===== src/rtl/stage2_bias_relu_pool.sv =====
// stage2_bias_relu_pool
// Post-convolution stage of CNN layer 2: per-channel bias add, ReLU with
// saturation, then 2x2 stride-2 max pooling using a half-width line buffer.
//
// Handshake: a beat is taken on every rising edge where i_in_valid=1 (there
// is no ready; the upstream accumulator bank never stalls). o_ot_valid is a
// single-cycle pulse that qualifies o_ot_fmap; o_ot_fmap holds its value
// between pulses. o_frame_done pulses together with the last pooled pixel.
//
// Pipeline (fixed 2-cycle latency from the accepting edge to o_ot_valid):
//   edge t   : stage A registers the saturated value q and its position
//   edge t+1 : stage B1 keeps the even-column value in h, or forms the
//              horizontal pair max hm for an odd column
//   edge t+2 : stage B2 parks hm in the line buffer (even row) or merges it
//              with the line buffer entry and emits the pooled pixel (odd row)
module stage2_bias_relu_pool #(
  parameter int CO     = 3,
  parameter int ACI_BW = 24,
  parameter int B_BW   = 16,
  parameter int O_BW   = 16,
  parameter int W      = 8,
  parameter int H      = 8
) (
  input  logic                 clk,
  input  logic                 reset,
  input  logic                 i_clear,
  input  logic                 i_in_valid,
  input  logic [CO*ACI_BW-1:0] i_in_acc,
  input  logic [CO*B_BW-1:0]   i_bias,
  output logic                 o_ot_valid,
  output logic [CO*O_BW-1:0]   o_ot_fmap,
  output logic                 o_frame_done
);

  // Column counter is at least 2 bits so col[CW-1:1] always indexes the
  // W/2-entry line buffer (W is even and at least 4).
  localparam int CW = (W > 2) ? $clog2(W) : 2;
  localparam int RW = (H > 2) ? $clog2(H) : 1;

  localparam logic [CW-1:0] COL_LAST = CW'(W - 1);
  localparam logic [RW-1:0] ROW_LAST = RW'(H - 1);

  // Largest positive output value, at output width and at accumulator width
  // for the saturation compare.
  localparam logic [O_BW-1:0]   SAT_O    = {1'b0, {(O_BW-1){1'b1}}};
  localparam logic [ACI_BW-1:0] SAT_WIDE = {{(ACI_BW-O_BW+1){1'b0}}, {(O_BW-1){1'b1}}};

  // ---------------------------------------------------------------------
  // Shared control path
  // ---------------------------------------------------------------------
  logic [CW-1:0] col;
  logic [RW-1:0] row;

  logic          va;
  logic [CW-1:0] col_a;
  logic [RW-1:0] row_a;

  logic          vb;
  logic [CW-1:0] col_b;
  logic [RW-1:0] row_b;

  logic pair_b;
  logic lb_we;
  logic out_fire;
  logic last_b;

  // A valid odd-column beat in B2 closes a horizontal pair; the row parity
  // decides whether it is parked or merged into an output.
  assign pair_b   = vb & col_b[0];
  assign lb_we    = pair_b & ~row_b[0];
  assign out_fire = pair_b & row_b[0] & ~i_clear;
  assign last_b   = (row_b == ROW_LAST) && (col_b == COL_LAST);

  // Raster position of the next accepted beat; clear drops the current beat.
  always_ff @(posedge clk or posedge reset) begin
    if (reset) begin
      col <= '0;
      row <= '0;
    end else if (i_clear) begin
      col <= '0;
      row <= '0;
    end else if (i_in_valid) begin
      if (col == COL_LAST) begin
        col <= '0;
        row <= (row == ROW_LAST) ? '0 : row + 1'b1;
      end else begin
        col <= col + 1'b1;
      end
    end
  end

  // Stage A control: valid and position travel alongside the saturated data.
  always_ff @(posedge clk or posedge reset) begin
    if (reset) begin
      va    <= 1'b0;
      col_a <= '0;
      row_a <= '0;
    end else begin
      va    <= i_in_valid & ~i_clear;
      col_a <= col;
      row_a <= row;
    end
  end

  // Stage B1 control: pure delay of the stage A control.
  always_ff @(posedge clk or posedge reset) begin
    if (reset) begin
      vb    <= 1'b0;
      col_b <= '0;
      row_b <= '0;
    end else begin
      vb    <= va & ~i_clear;
      col_b <= col_a;
      row_b <= row_a;
    end
  end

  // Output strobes: one pulse per completed window, frame_done on the last.
  always_ff @(posedge clk or posedge reset) begin
    if (reset) begin
      o_ot_valid   <= 1'b0;
      o_frame_done <= 1'b0;
    end else begin
      o_ot_valid   <= out_fire;
      o_frame_done <= out_fire & last_b;
    end
  end

  // ---------------------------------------------------------------------
  // Per-channel datapath
  // ---------------------------------------------------------------------
  for (genvar c = 0; c < CO; c++) begin : g_ch
    logic [ACI_BW-1:0] acc_c;
    logic [B_BW-1:0]   bias_c;
    logic [ACI_BW:0]   sum;
    logic [O_BW-1:0]   q_d;
    logic [O_BW-1:0]   qa;
    logic [O_BW-1:0]   h;
    logic [O_BW-1:0]   hm_d;
    logic [O_BW-1:0]   hm_r;
    logic [O_BW-1:0]   lb_rd;
    logic [O_BW-1:0]   pooled;
    logic [O_BW-1:0]   fmap_r;
    logic [O_BW-1:0]   linebuf [W/2];

    assign acc_c  = i_in_acc[c*ACI_BW +: ACI_BW];
    assign bias_c = i_bias[c*B_BW +: B_BW];

    // Bias add one bit wider than the accumulator so it can never wrap.
    always_comb begin
      sum = {acc_c[ACI_BW-1], acc_c}
          + {{(ACI_BW+1-B_BW){bias_c[B_BW-1]}}, bias_c};
    end

    // ReLU then clamp to the largest positive output value.
    always_comb begin
      q_d = sum[O_BW-1:0];
      if (sum[ACI_BW]) begin
        q_d = '0;
      end else if (sum[ACI_BW-1:0] > SAT_WIDE) begin
        q_d = SAT_O;
      end
    end

    // Stage A data register; holds across input gaps.
    always_ff @(posedge clk or posedge reset) begin
      if (reset) begin
        qa <= '0;
      end else if (i_in_valid) begin
        qa <= q_d;
      end
    end

    assign hm_d = (qa > h) ? qa : h;

    // Stage B1: even column parks in h, odd column forms the pair max.
    always_ff @(posedge clk or posedge reset) begin
      if (reset) begin
        h    <= '0;
        hm_r <= '0;
      end else if (va) begin
        if (col_a[0]) begin
          hm_r <= hm_d;
        end else begin
          h <= qa;
        end
      end
    end

    // Line buffer: one pair max per window column, written on even rows and
    // always rewritten before the odd row reads it, so it needs no reset.
    always_ff @(posedge clk) begin
      if (lb_we) begin
        linebuf[col_b[CW-1:1]] <= hm_r;
      end
    end

    assign lb_rd  = linebuf[col_b[CW-1:1]];
    assign pooled = (lb_rd > hm_r) ? lb_rd : hm_r;

    // Pooled output register; holds its value between pulses.
    always_ff @(posedge clk or posedge reset) begin
      if (reset) begin
        fmap_r <= '0;
      end else if (out_fire) begin
        fmap_r <= pooled;
      end
    end

    assign o_ot_fmap[c*O_BW +: O_BW] = fmap_r;
  end

endmodule


===== config.mk =====
export PLATFORM = sky130hd
export DESIGN_NAME = stage2_bias_relu_pool
export DESIGN_NICKNAME = d
export VERILOG_FILES = /design/src/rtl/stage2_bias_relu_pool.sv
export SDC_FILE = /design/constraint.sdc
export NUM_CORES = 1
export LEC_CHECK = 0
export ABC_AREA = 1
export BUFFER_PORTS_ARGS = -buffer_cell sky130_fd_sc_hd__buf_2
export CAP_MARGIN = 20
export CORE_MARGIN = 1
export CORE_UTILIZATION = 30
export DETAILED_ROUTE_END_ITERATION = 8
export GPL_TIMING_DRIVEN = 1
export HOLD_SLACK_MARGIN = 0.1
export SYNTH_ARGS = -nofsm -noshare
export SYNTH_HDL_FRONTEND = slang
export SYNTH_SLANG_ARGS = --single-unit

===== constraint.sdc =====
create_clock -name clk -period 7.6 [get_ports clk]
set_input_delay 0.38 -clock clk [delete_from_list [all_inputs] [get_ports clk]]
set_output_delay 0.38 -clock clk [all_outputs]
set_load 0.005 [all_outputs]

Word level (Yosys, flattened, before mapping) --
Memory sizes are Yosys's and may differ from the RTL's. Cells that the tools add are included.
Cells by class: multiplexer cells 21, reductions and logical operators 6, magnitude comparators 9, bitwise gates (word level) 10, equality and inequality tests 4, add/sub/neg operators 5
Operators with widths (count):
- 2-to-1 mux 16 bit | 12
- > comparator 16 bit | 6
- adder 24 x 16 -> 25 bit | 3
- > comparator 24 x 15 -> 1 bit (second input constant) | 3
- 2-to-1 mux 3 bit | 7
- equality test 3 bit (second input constant) | 4
- AND 1 bit | 7
- adder 3 x 1 -> 3 bit (second input constant) | 2
- AND reduction 2 bit | 3
- nonzero test 2 bit | 2
- NOT 1 bit | 3
- 2-to-1 mux 1 bit | 2
- logical AND 1 bit | 1
Storage, ports and cells: memory bits (writable) 192, logic and storage cells 80, memories 3, input bits 124, output and inout bits 50, bits in registers 214
Memories:
- g_ch[0].linebuf | depth 4, bits a word 16, rd ports 1, clocked after memory_dff 0, wr ports 1, RTL line 144 | logic [O_BW-1:0] linebuf [W/2];
- g_ch[1].linebuf | depth 4, bits a word 16, rd ports 1, clocked after memory_dff 0, wr ports 1, RTL line 144
- g_ch[2].linebuf | depth 4, bits a word 16, rd ports 1, clocked after memory_dff 0, wr ports 1, RTL line 144

Depth between registers and ports, before layout --
Gate-level depths: netlist of the first run.
depth after elaboration 5, gate-level depth with buffers 20, gate-level depth less buffers 18

Worst setup path before layout of the first run --
OpenSTA, ideal clock, no wires.
kind register to register, start point reg row_b[0], end point mem g_ch[0].linebuf[0][0] (enable), stages on the path, launching flop included 3, setup time 0.513 ns, slack 3.239 ns, data required time 7.087 ns, arrival 3.848 ns, period minus slack after synthesis 4.361 ns, buffers on the path 0, path through dfrtp_1 nand3b_1 nor3_1
Between the ends: cells in the longest elaborated chain, start to end 4
Ends and longest elaborated chain:
- from (decl) | RTL line 60 | logic [RW-1:0] row_b;
- from (signal assigned) | RTL line 114 | row_b <= row_a;
- NOT 1 bit | RTL line 70 | assign lb_we = pair_b & ~row_b[0];
- AND 1 bit | RTL line 70
- 2-to-1 mux 1 bit | RTL line 193 | if (lb_we) begin
- 2-to-1 mux 1 bit (implied by the code) | RTL line 194 | linebuf[col_b[CW-1:1]] <= hm_r;
- to (decl) | RTL line 144
No other way between the ends.

Final worst setup path of the first run --
start point reg col_b[1], end point reg g_ch[0].fmap_r[15]
Between the ends: cells in the longest elaborated chain, start to end 3
Ends and longest elaborated chain:
- from (decl) | RTL line 59 | logic [CW-1:0] col_b;
- from (signal assigned) | RTL line 113 | col_b <= col_a;
- memory (4 x 16 bit) (*)
- > comparator 16 bit | RTL line 199 | assign pooled = (lb_rd > hm_r) ? lb_rd : hm_r;
- 2-to-1 mux 16 bit (*) | RTL line 199
- to (signal assigned) | RTL line 206 | fmap_r <= pooled;
- to (decl) | RTL line 143 | logic [O_BW-1:0] fmap_r;
Mark *: on every way between the ends. The rest lies on a longest branch, timed or not. A chain may end at the register's enable or synchronous reset.

==> reports/metrics.csv, run 1 <==
metric,value,unit
synth_warnings,0,
p_per_area,250.0,nW/um^2
holdCritPathClass,input port to flop,
syn_inst,2824,
synthesis.area,23660,um^2
cp-start-kind,flop,
clock.fmax,240.9,MHz
skew,25.19,ps
vias,18646,
synth_top_flop_cell,dfrtp_1,
worstSetupPathDepth,16,
overflow,0,
cts_max_level,2,
cts-root-buf,clkbuf_16,
drc,0,
swShare,33.50,%
syn_area_per_cell,8.377,um^2
slew_headroom,32.53,%
power_switching,0.002266,W
final_layout_size_suffix_gt1_share,11.24,%
ant_nets,0,
final_core_util,34.80,%
syn_nets,3123,
path_class,flop to flop,
crit_chain,nand2_1 > inv_1 > buf_4 > a22o_1 > a221oi_1 > inv_1 > ha_1 > nand3_1 > o211ai_1 > nand2_1 > o211ai_1 > nand2_1 > nand2_1 > nand2_1 > o21ai_0 > nand2_1,
cts-buffers-inserted,42,
r2r_setup_slack,3450,ps
nNetsFinal,3274,
p_leak,13.19,nW
worst_slack,3448,ps
crit_path_frequent_cell,nand2_1,
clk_pin_slew,60,ps
routedWlPerCell,14.34,um
clockBufferDepth,3,
placed_area,25610,um^2
rsz0062_at_grt,no,
async_flop_share,52.71,%
cp_num_buf_inv,3,
required,8010,ps
layout_common_cells,"nand2_1, inv_1, dfrtp_1, edfxtp_1, nand3_1",
drt-pass1-iter-count,5,
reg2reg_depth,16,
grt_pass1_vias,17853,
drtIter0Drc,1025,
yosysSeqAreaShare,47.01,%
worstMarginPinSlew,1009,ps
cp_slowest_stage_delay,520,ps
ios,174,
initial_core_util,30.44,%
sequentialPowerShare,43.9,%
antenna_found_initial,6,
setup_violations,0,
holdCritStartpoint,i_in_valid,
r2r-start,col_b[1],
hold_viol_final,0,
endpoint_kind,flop,
totalWireLength,58070,um
dp_hpwl,42910,um
die-area,79980,um^2
layout_commonest_cell,nand2_1,
worstPathMaxFanout,32,
period_minus_slack,4152,ps
startpoint,col_b[1],
slew_violations,0,
area_growth,14.34,%
clock_sinks,406,
synth_edf_count,192,
slowest_stage,nand2_1,
power_frac_comb,25.2,%
coreArea,77720,um^2
crit_end,g_ch[0].fmap_r[15],
crit_family,compound AO/OA/AOI/OAI gates,
cts_resized,0,
grt_use_total,14.61,%
final_area,27050,um^2
place_ws,3508,ps
die_h,282.8,um
clock_latency,550,ps
rows,102,
arrival,4560,ps
grt_max_degree,97,
maxCapViolCount,0,
gp_congestion,0.8531,
io_buffers,173,
finalCritPeriodShare,54.63,%
peakVddDrop,0.0001613,V
r2r-end,g_ch[0].fmap_r[15],
p_int,0.004497,W
synth_cell_types,50,
cts_tree,yes,
p_clk_share,30.9,%
tns,0,ps
grt_pass1_wl,95150,um
synth-seq-cells,406,
die_w,282.8,um
post_drt_via_cell_ratio,4.604,
status,"finished, final reports clean",
==> power groups by stage <==
| stage | Combinational (W) | Sequential [W] | Clock (W) |
|---|---|---|---|
| after floorplan | 0.00133 | 0.00287 | 0 |
| after global placement | 0.00168 | 0.00300 | 0 |
| after detailed placement | 0.00170 | 0.00301 | 0 |
| after CTS | 0.00172 | 0.00297 | 0.00215 |
| after global routing | 0.00199 | 0.00301 | 0.00224 |
| final | 0.00171 | 0.00297 | 0.00209 |
==> what timing repair did <==
action / CTS / global route
setup buffers: 0 / 0
endpoints found under the hold margin: 84 / 0
hold buffers: 2 / 0
==> cells in the mapped netlist (2+ instances only) <==
| library cell | n | share of area [%] |
|---|---|---|
| nand2_1 | 899 | 14 |
| inv_1 | 381 | 6.0 |
| dfrtp_1 | 214 | 23 |
| edfxtp_1 | 192 | 24 |
| nand3_1 | 187 | 4.0 |
| ha_1 | 172 | 9.1 |
| a21oi_1 | 142 | 3.0 |
| nor2_1 | 119 | 1.9 |
| o21ai_0 | 96 | 2.0 |
| nand4_1 | 62 | 1.6 |
| clkbuf_1 | 54 | 0.86 |
| a221oi_1 | 39 | 1.4 |
| xnor2_1 | 26 | 0.96 |
| a22oi_1 | 24 | 0.76 |
| a22o_1 | 22 | 0.81 |
| nand2_2 | 21 | 0.56 |
| nor2_2 | 17 | 0.45 |
| nor3_1 | 15 | 0.32 |
| xor2_1 | 15 | 0.56 |
| and2_1 | 13 | 0.34 |
| buf_2 | 10 | 0.21 |
| o21bai_1 | 9 | 0.29 |
| buf_1 | 8 | 0.13 |
| buf_6 | 8 | 0.38 |
| nand3b_1 | 8 | 0.25 |
| nor2_4 | 8 | 0.38 |
| inv_2 | 7 | 0.11 |
| nand3_2 | 7 | 0.30 |
| a31oi_1 | 5 | 0.13 |
| o211ai_1 | 4 | 0.13 |
| o21a_1 | 4 | 0.13 |
| buf_4 | 3 | 0.095 |
| fa_1 | 3 | 0.25 |
| o21ai_1 | 3 | 0.063 |
| o221ai_1 | 3 | 0.11 |
| or2_1 | 3 | 0.079 |
| a21o_1 | 2 | 0.063 |
| a221oi_4 | 2 | 0.22 |
| and3_1 | 2 | 0.053 |
| clkinv_1 | 2 | 0.032 |
| nor3_4 | 2 | 0.14 |
| nor4_1 | 2 | 0.053 |
| o221a_2 | 2 | 0.095 |
==> layer usage <==
metal  GRT usage (%)  vias to the layer above  wire, um
met5               0                        -        41
met1           21.22                     8635     29490
met3           1.910                       60      2102
li1                -                     9664         -
met4           3.105                        6       876
met2           23.06                      281     25550
==> worst min-delay path by stage <==
| stage | slack [ps] | cells past startpoint | endpoint |
|---|---|---|---|
| CTS | 240 | 6 | g_ch[0].qa[0] |
| finish | 240 | 2 | g_ch[0].qa[15] |
| global route | 260 | 2 | g_ch[0].qa[15] |
| global placement | 330 | 0 | col_b[2] |
| detailed placement | 330 | 0 | row_b[0] |
| floorplan | 330 | 0 | col_b[1] |
==> sequential cells by signal (all words and copies together) (netlist names) <==
register and count:
g_ch.fmap_r 48, row_b 3, g_ch.linebuf 192, col_a 3
o_ot_valid 1, va 1, o_frame_done 1, row_a 3
row 3, vb 1, g_ch.h 48, col_b 3
g_ch.hm_r 48, col 3, g_ch.qa 48
==> area by class of cell <==
class,instances,area [um^2]
Clock buffer,54,1167
Multi-Input combinational cell,1943,10700
Inverter,390,1471
Clock inverter,23,246.5
Antenna cell,2,5.005
Fill cell,8046,50670
Sequential cell,406,11120
Tap cell,1040,1301
Timing Repair Buffer,192,1037
==> kinds of logic (layout without fill, tap and decap cells) <==
logic type	after synthesis	in the layout	share of synthesized area, %
flip-flops	406	406	47.01
adder cells (fa/ha/maj)	175	175	9.351
AO/OA/AOI/OAI	359	359	9.404
buffers and inverters	475	659	7.944
XOR/XNOR	41	41	1.518
other	0	2	0
AND/OR/NAND/NOR	1368	1368	24.77
==> through the flow <==
| step | hold slack [ps] | power (W) | instances |
|---|---|---|---|
| after floorplan | 331.2 | 0.004199 | 2824 |
| after global placement | 332.2 | 0.004682 | 3967 |
| after detailed placement | 334.7 | 0.004714 | 3969 |
| after CTS | 239.4 | 0.006835 | 4048 |
| after global routing | 259.8 | 0.007236 | 4050 |
| final | 236.8 | 0.006763 | 4050 |
(Power assumes the default switching activity.)
==> run 2, diff against run 1 <==
- clock period: 7.6 -> 4.34 ns (I/O delays scaled with it)
==> reports/metrics.csv, run 2 (synthesis gave the netlist of run 1 again) <==
metric,value,unit
die-area,79980,um^2
cp-start-kind,flop,
final_core_util,34.90,%
reg2reg_depth,15,
area_growth,14.68,%
routedWlPerCell,14.24,um
r2r-end,g_ch[1].fmap_r[13],
use_met3,1.696,%
path_class,flop to flop,
cts_setup_buffers,0,
clock_sinks,406,
cts-buffers-inserted,42,
status,"finished, final reports clean",
hold_depth,6,
hold_viol_final,0,
met1_usage,21.05,%
antenna_found_initial,5,
dp_hpwl,42950,um
worstMarginPinSlew,1013,ps
holdCritPathClass,input port to flop,
cts_tree,yes,
cts_max_level,2,
required,4760,ps
setup_violations,0,
ant_nets,0,
rows,102,
use_met2,22.57,%
maxCapViolCount,0,
io_buffers,173,
drtIter0Drc,1102,
p_leak,13.23,nW
grt_pass1_wl,93060,um
overflow,0,
worst_slack,1079,ps
skew,15.24,ps
nNetsFinal,3288,
p_per_area,432.1,nW/um^2
slew_violations,0,
coreArea,77720,um^2
place_ws,1114,ps
vias,18596,
grt.busiest_layer,met2,
layout_commonest_cell,nand2_1,
grt_pass1_vias,17369,
largest_reg_flops,192,
clockBufferDepth,3,
gp_congestion,0.8558,
drc,0,
layout_common_cells,"nand2_1, inv_1, dfrtp_1, edfxtp_1, nand3_1",
ios,174,
drt-pass1-iter-count,6,
startpoint,col_b[1],
die_h,282.8,um
clock.fmax,306.7,MHz
clk_pin_slew,60,ps
endpoint_kind,flop,
die_w,282.8,um
rsz0062_at_grt,no,
r2r_setup_slack,1080,ps
post_drt_via_cell_ratio,4.578,
peakVddDrop,0.0002426,V
total_power,0.01172,W
worstPathMaxFanout,30,
slew_headroom,32.24,%
clock_latency,550,ps
holdCritStartpoint,i_bias[32],
period_minus_slack,3261,ps
grt_max_degree,165,
dp_cells,3979,
r2r-start,col_b[1],
totalWireLength,57840,um
finalCritPeriodShare,75.14,%
grt_use_total,14.36,%
cts_resized,0,
n_antenna_cell,0,
initial_core_util,30.44,%
min_to,g_ch[2].qa[0],
cts-root-buf,clkbuf_16,
postCtsHoldBufs,5,
final_cells,4062,
final_layout_size_suffix_gt1_share,11.38,%
arrival,3680,ps
worst_hold_slack,148.9,ps
## run 2: cell types whose count changed in the layout (fill, tap and decap cells not counted), sizes merged
cell and change:
clkbuf +3, dlygate4sd3 +3, clkinvlp -1, bufinv -3, buf +11, clkinv +1, diode -2
## run 2: where the power goes
part	internal (W)	switching [W]	leakage, nW
sequential	0.00467	0.000527	4.48
clock	0.00200	0.00150	0.652
combinational	0.00110	0.00193	8.11
total	0.00776	0.00396	13.2
## run 2: how the worst max path moves through the flow
stage	endpoint
3_5_place_dp	g_ch[0].fmap_r[12]
5_1_grt	g_ch[2].fmap_r[5]
6_report	g_ch[1].fmap_r[13]
3_3_place_gp	g_ch[2].fmap_r[6]
4_1_cts	g_ch[2].fmap_r[13]
2_1_floorplan	g_ch[0].linebuf[0][0]
## run 2: final cells by class
class	count	area [um^2]
Clock inverter	20	146.4
Inverter	390	1468
Sequential cell	406	11120
Timing Repair Buffer	206	1204
Fill cell	8010	50590
Multi-Input combinational cell	1943	10700
Clock buffer	57	1190
Tap cell	1040	1301
## run 2: metrics by stage
stage	instance area [um^2]	setup TNS [ps]
detailed placement	25730	0
global placement	25700	0
CTS	27110	0
global route	27130	0
floorplan	23660	-2002
finish	27130	0
## run 2: critical path, stage by stage, from the launching register on
cell,delay (ps)
dfrtp_1,490
nand2_1,180
inv_1,80
buf_4,250
a22o_1,260
a221oi_1,320
inv_1,120
ha_1,290
nand2_1,70
nor3_1,270
nand4_1,200
nand2_1,110
buf_4,280
nand2_1,90
nand2_1,60
o21ai_0,80
## run 2: per-layer routing
layer	share of wire, %	vias up
met5	0.047	-
met2	44	350
met3	3.8	62
met4	1.5	4
met1	50	8497
li1	-	9683
==> run 3, diff against run 2 <==
- clock period: 4.34 -> 2.7 ns (I/O delays scaled with it)
==> reports/metrics.csv, run 3 (synthesis gave the netlist of run 1 again) <==
metric,value,unit
largest_reg_flops,192,
required,3170,ps
die-area,79980,um^2
io_buffers,173,
final_layout_size_suffix_gt1_share,20.21,%
rows,102,
grt_pass1_vias,18590,
coreArea,77720,um^2
p_clk_share,28.4,%
p_per_area,695.4,nW/um^2
totalWireLength,61200,um
antenna_found_initial,8,
power_frac_comb,31.3,%
hold_viol_final,0,
slew_headroom,36.93,%
setup_violations,47,
ff_latch_area,11120,um^2
holdCritPathClass,input port to flop,
arrival,3380,ps
grt_use_total,15.13,%
crit_chain,nand2_2 > inv_4 > buf_12 > a22o_1 > a221oi_2 > inv_1 > ha_1 > nand2_1 > inv_1 > nand3_2 > nor3_4 > nand2_1 > nand2_2 > nand2_4 > clkbuf_16 > a21oi_2 > o21ai_2 > nand2_1,
fillers,7780,
period_minus_slack,2901,ps
routedWlPerCell,14.44,um
slowest_stage,dfrtp_2,
worstPathMaxFanout,8,
clock_sinks,406,
p_int,0.01364,W
cp_slowest_stage_delay,440,ps
crit_family,simple AND/OR/NAND/NOR gates,
ant_nets,0,
gp_congestion,0.8555,
tns,-5822,ps
layout_common_cells,"nand2_1, inv_1, dfrtp_1, edfxtp_1, nand3_1",
clk_pin_slew,60,ps
ios,174,
clockBufferDepth,3,
dp_hpwl,44130,um
clock.fmax,344.7,MHz
drt-pass1-iter-count,7,
drtIter0Drc,1094,
p_leak,14.38,nW
cts-root-buf,clkbuf_16,
crit_path_frequent_cell,nand2_1,
cp-start-kind,flop,
swShare,33.89,%
die_h,282.8,um
finalCritPeriodShare,107.5,%
sequentialPowerShare,40.3,%
die_w,282.8,um
final_cells,4238,
cts_tree,yes,
maxCapViolCount,0,
cts_max_level,2,
endpoint_kind,flop,
worst_hold_slack,112.7,ps
grt_max_degree,65,
post_drt_via_cell_ratio,4.576,
failed_checks,negative setup slack,
area_growth,25.41,%
status,"finished, violations left",
vias,19395,
initial_core_util,30.44,%
cts-buffers-inserted,42,
drc,0,
nNetsFinal,3464,
path_class,flop to flop,
peakVddDrop,0.0005120,V
worst_slack,-201.4,ps
worstMarginPinSlew,945.0,ps
layout_commonest_cell,nand2_1,
rsz0062_at_grt,yes,
power_switching,0.006992,W
multi_input_comb_area,11470,um^2
grt_pass1_wl,98420,um
slew_violations,0,
clock_latency,550,ps
final_core_util,38.17,%
skew,12.59,ps
overflow,0,
cp_num_buf_inv,5,
dp_cells,4074,
-- run 3: cell types whose count changed in the layout (fill, tap and decap cells not counted), moves of 17 or more --
cell      previous run  this run
a221oi_1            39         5
nand2_2             22        39
a221oi_2             0        30
o21ai_0             96        61
o21ai_1              3        27
buf_4               22       161
nand2_1            898       874
-- run 3: per-stage QoR --
| step | area, um^2 | setup WS [ps] | power (W) |
|---|---|---|---|
| floorplan | 23680 | -384.2 | 0.01184 |
| global placement | 26580 | -289.8 | 0.01360 |
| finish | 29670 | -201.4 | 0.02063 |
| detailed placement | 26580 | -359.8 | 0.01370 |
| global route | 29670 | -379.7 | 0.02194 |
| CTS | 29240 | -121.8 | 0.02039 |
-- run 3: power by group through the flow --
stage	Sequential (W)	Clock, W	Combinational, W
after floorplan	0.00808	0	0.00376
after global placement	0.00839	0	0.00521
after detailed placement	0.00843	0	0.00527
after CTS	0.00831	0.00602	0.00605
after global routing	0.00844	0.00622	0.00728
final	0.00832	0.00586	0.00645
-- run 3: repair_timing --
action	in CTS	in global routing
gates cloned	7	5
setup buffers	62	11
resized for setup	124	81
hold buffers	9	0
pin swaps	14	28
endpoints found under the hold margin	35	0
setup endpoints to repair	48	78
-- run 3: final cells by class --
| class | instances | share of cell area (%) |
|---|---|---|
| multi-input combinational | 1945 | 38.68 |
| sequential | 406 | 37.49 |
| timing repair buffer | 380 | 9.733 |
| inverter | 390 | 4.981 |
| tap | 1040 | 4.386 |
| clock buffer | 50 | 3.859 |
| clock inverter | 26 | 0.8645 |
| antenna | 1 | 0.008435 |
-- run 3: tightest hold or removal path, stage by stage --
cell,delay [ps]
buf_2,110
fa_1,150
inv_1,30
nand4_1,70
nand2_1,60
nand2_1,60
-- run 3: metal layers --
metal  GRT usage [%]  part of all wire (%)
met1           21.63                    49
met2           24.53                    46
met3           1.721                   3.5
met4           3.188                   1.6
met5               0                 0.060
-- run 3: worst paths after layout --
check	startpoint	end	slack (ps)	depth (start not counted)
worst max-delay path	col_b[2]	g_ch[0].fmap_r[4]	-200	18
worst min-delay path	i_bias[17]	g_ch[1].qa[1]	110	6
max in group asynchronous	reset	g_ch[1].qa[9]	1610	4
worst min register to register	row_a[1]	row_b[1]	350	0
worst max register to register	col_b[2]	g_ch[0].fmap_r[4]	-200	18
min in group asynchronous	reset	g_ch[0].fmap_r[9]	280	3
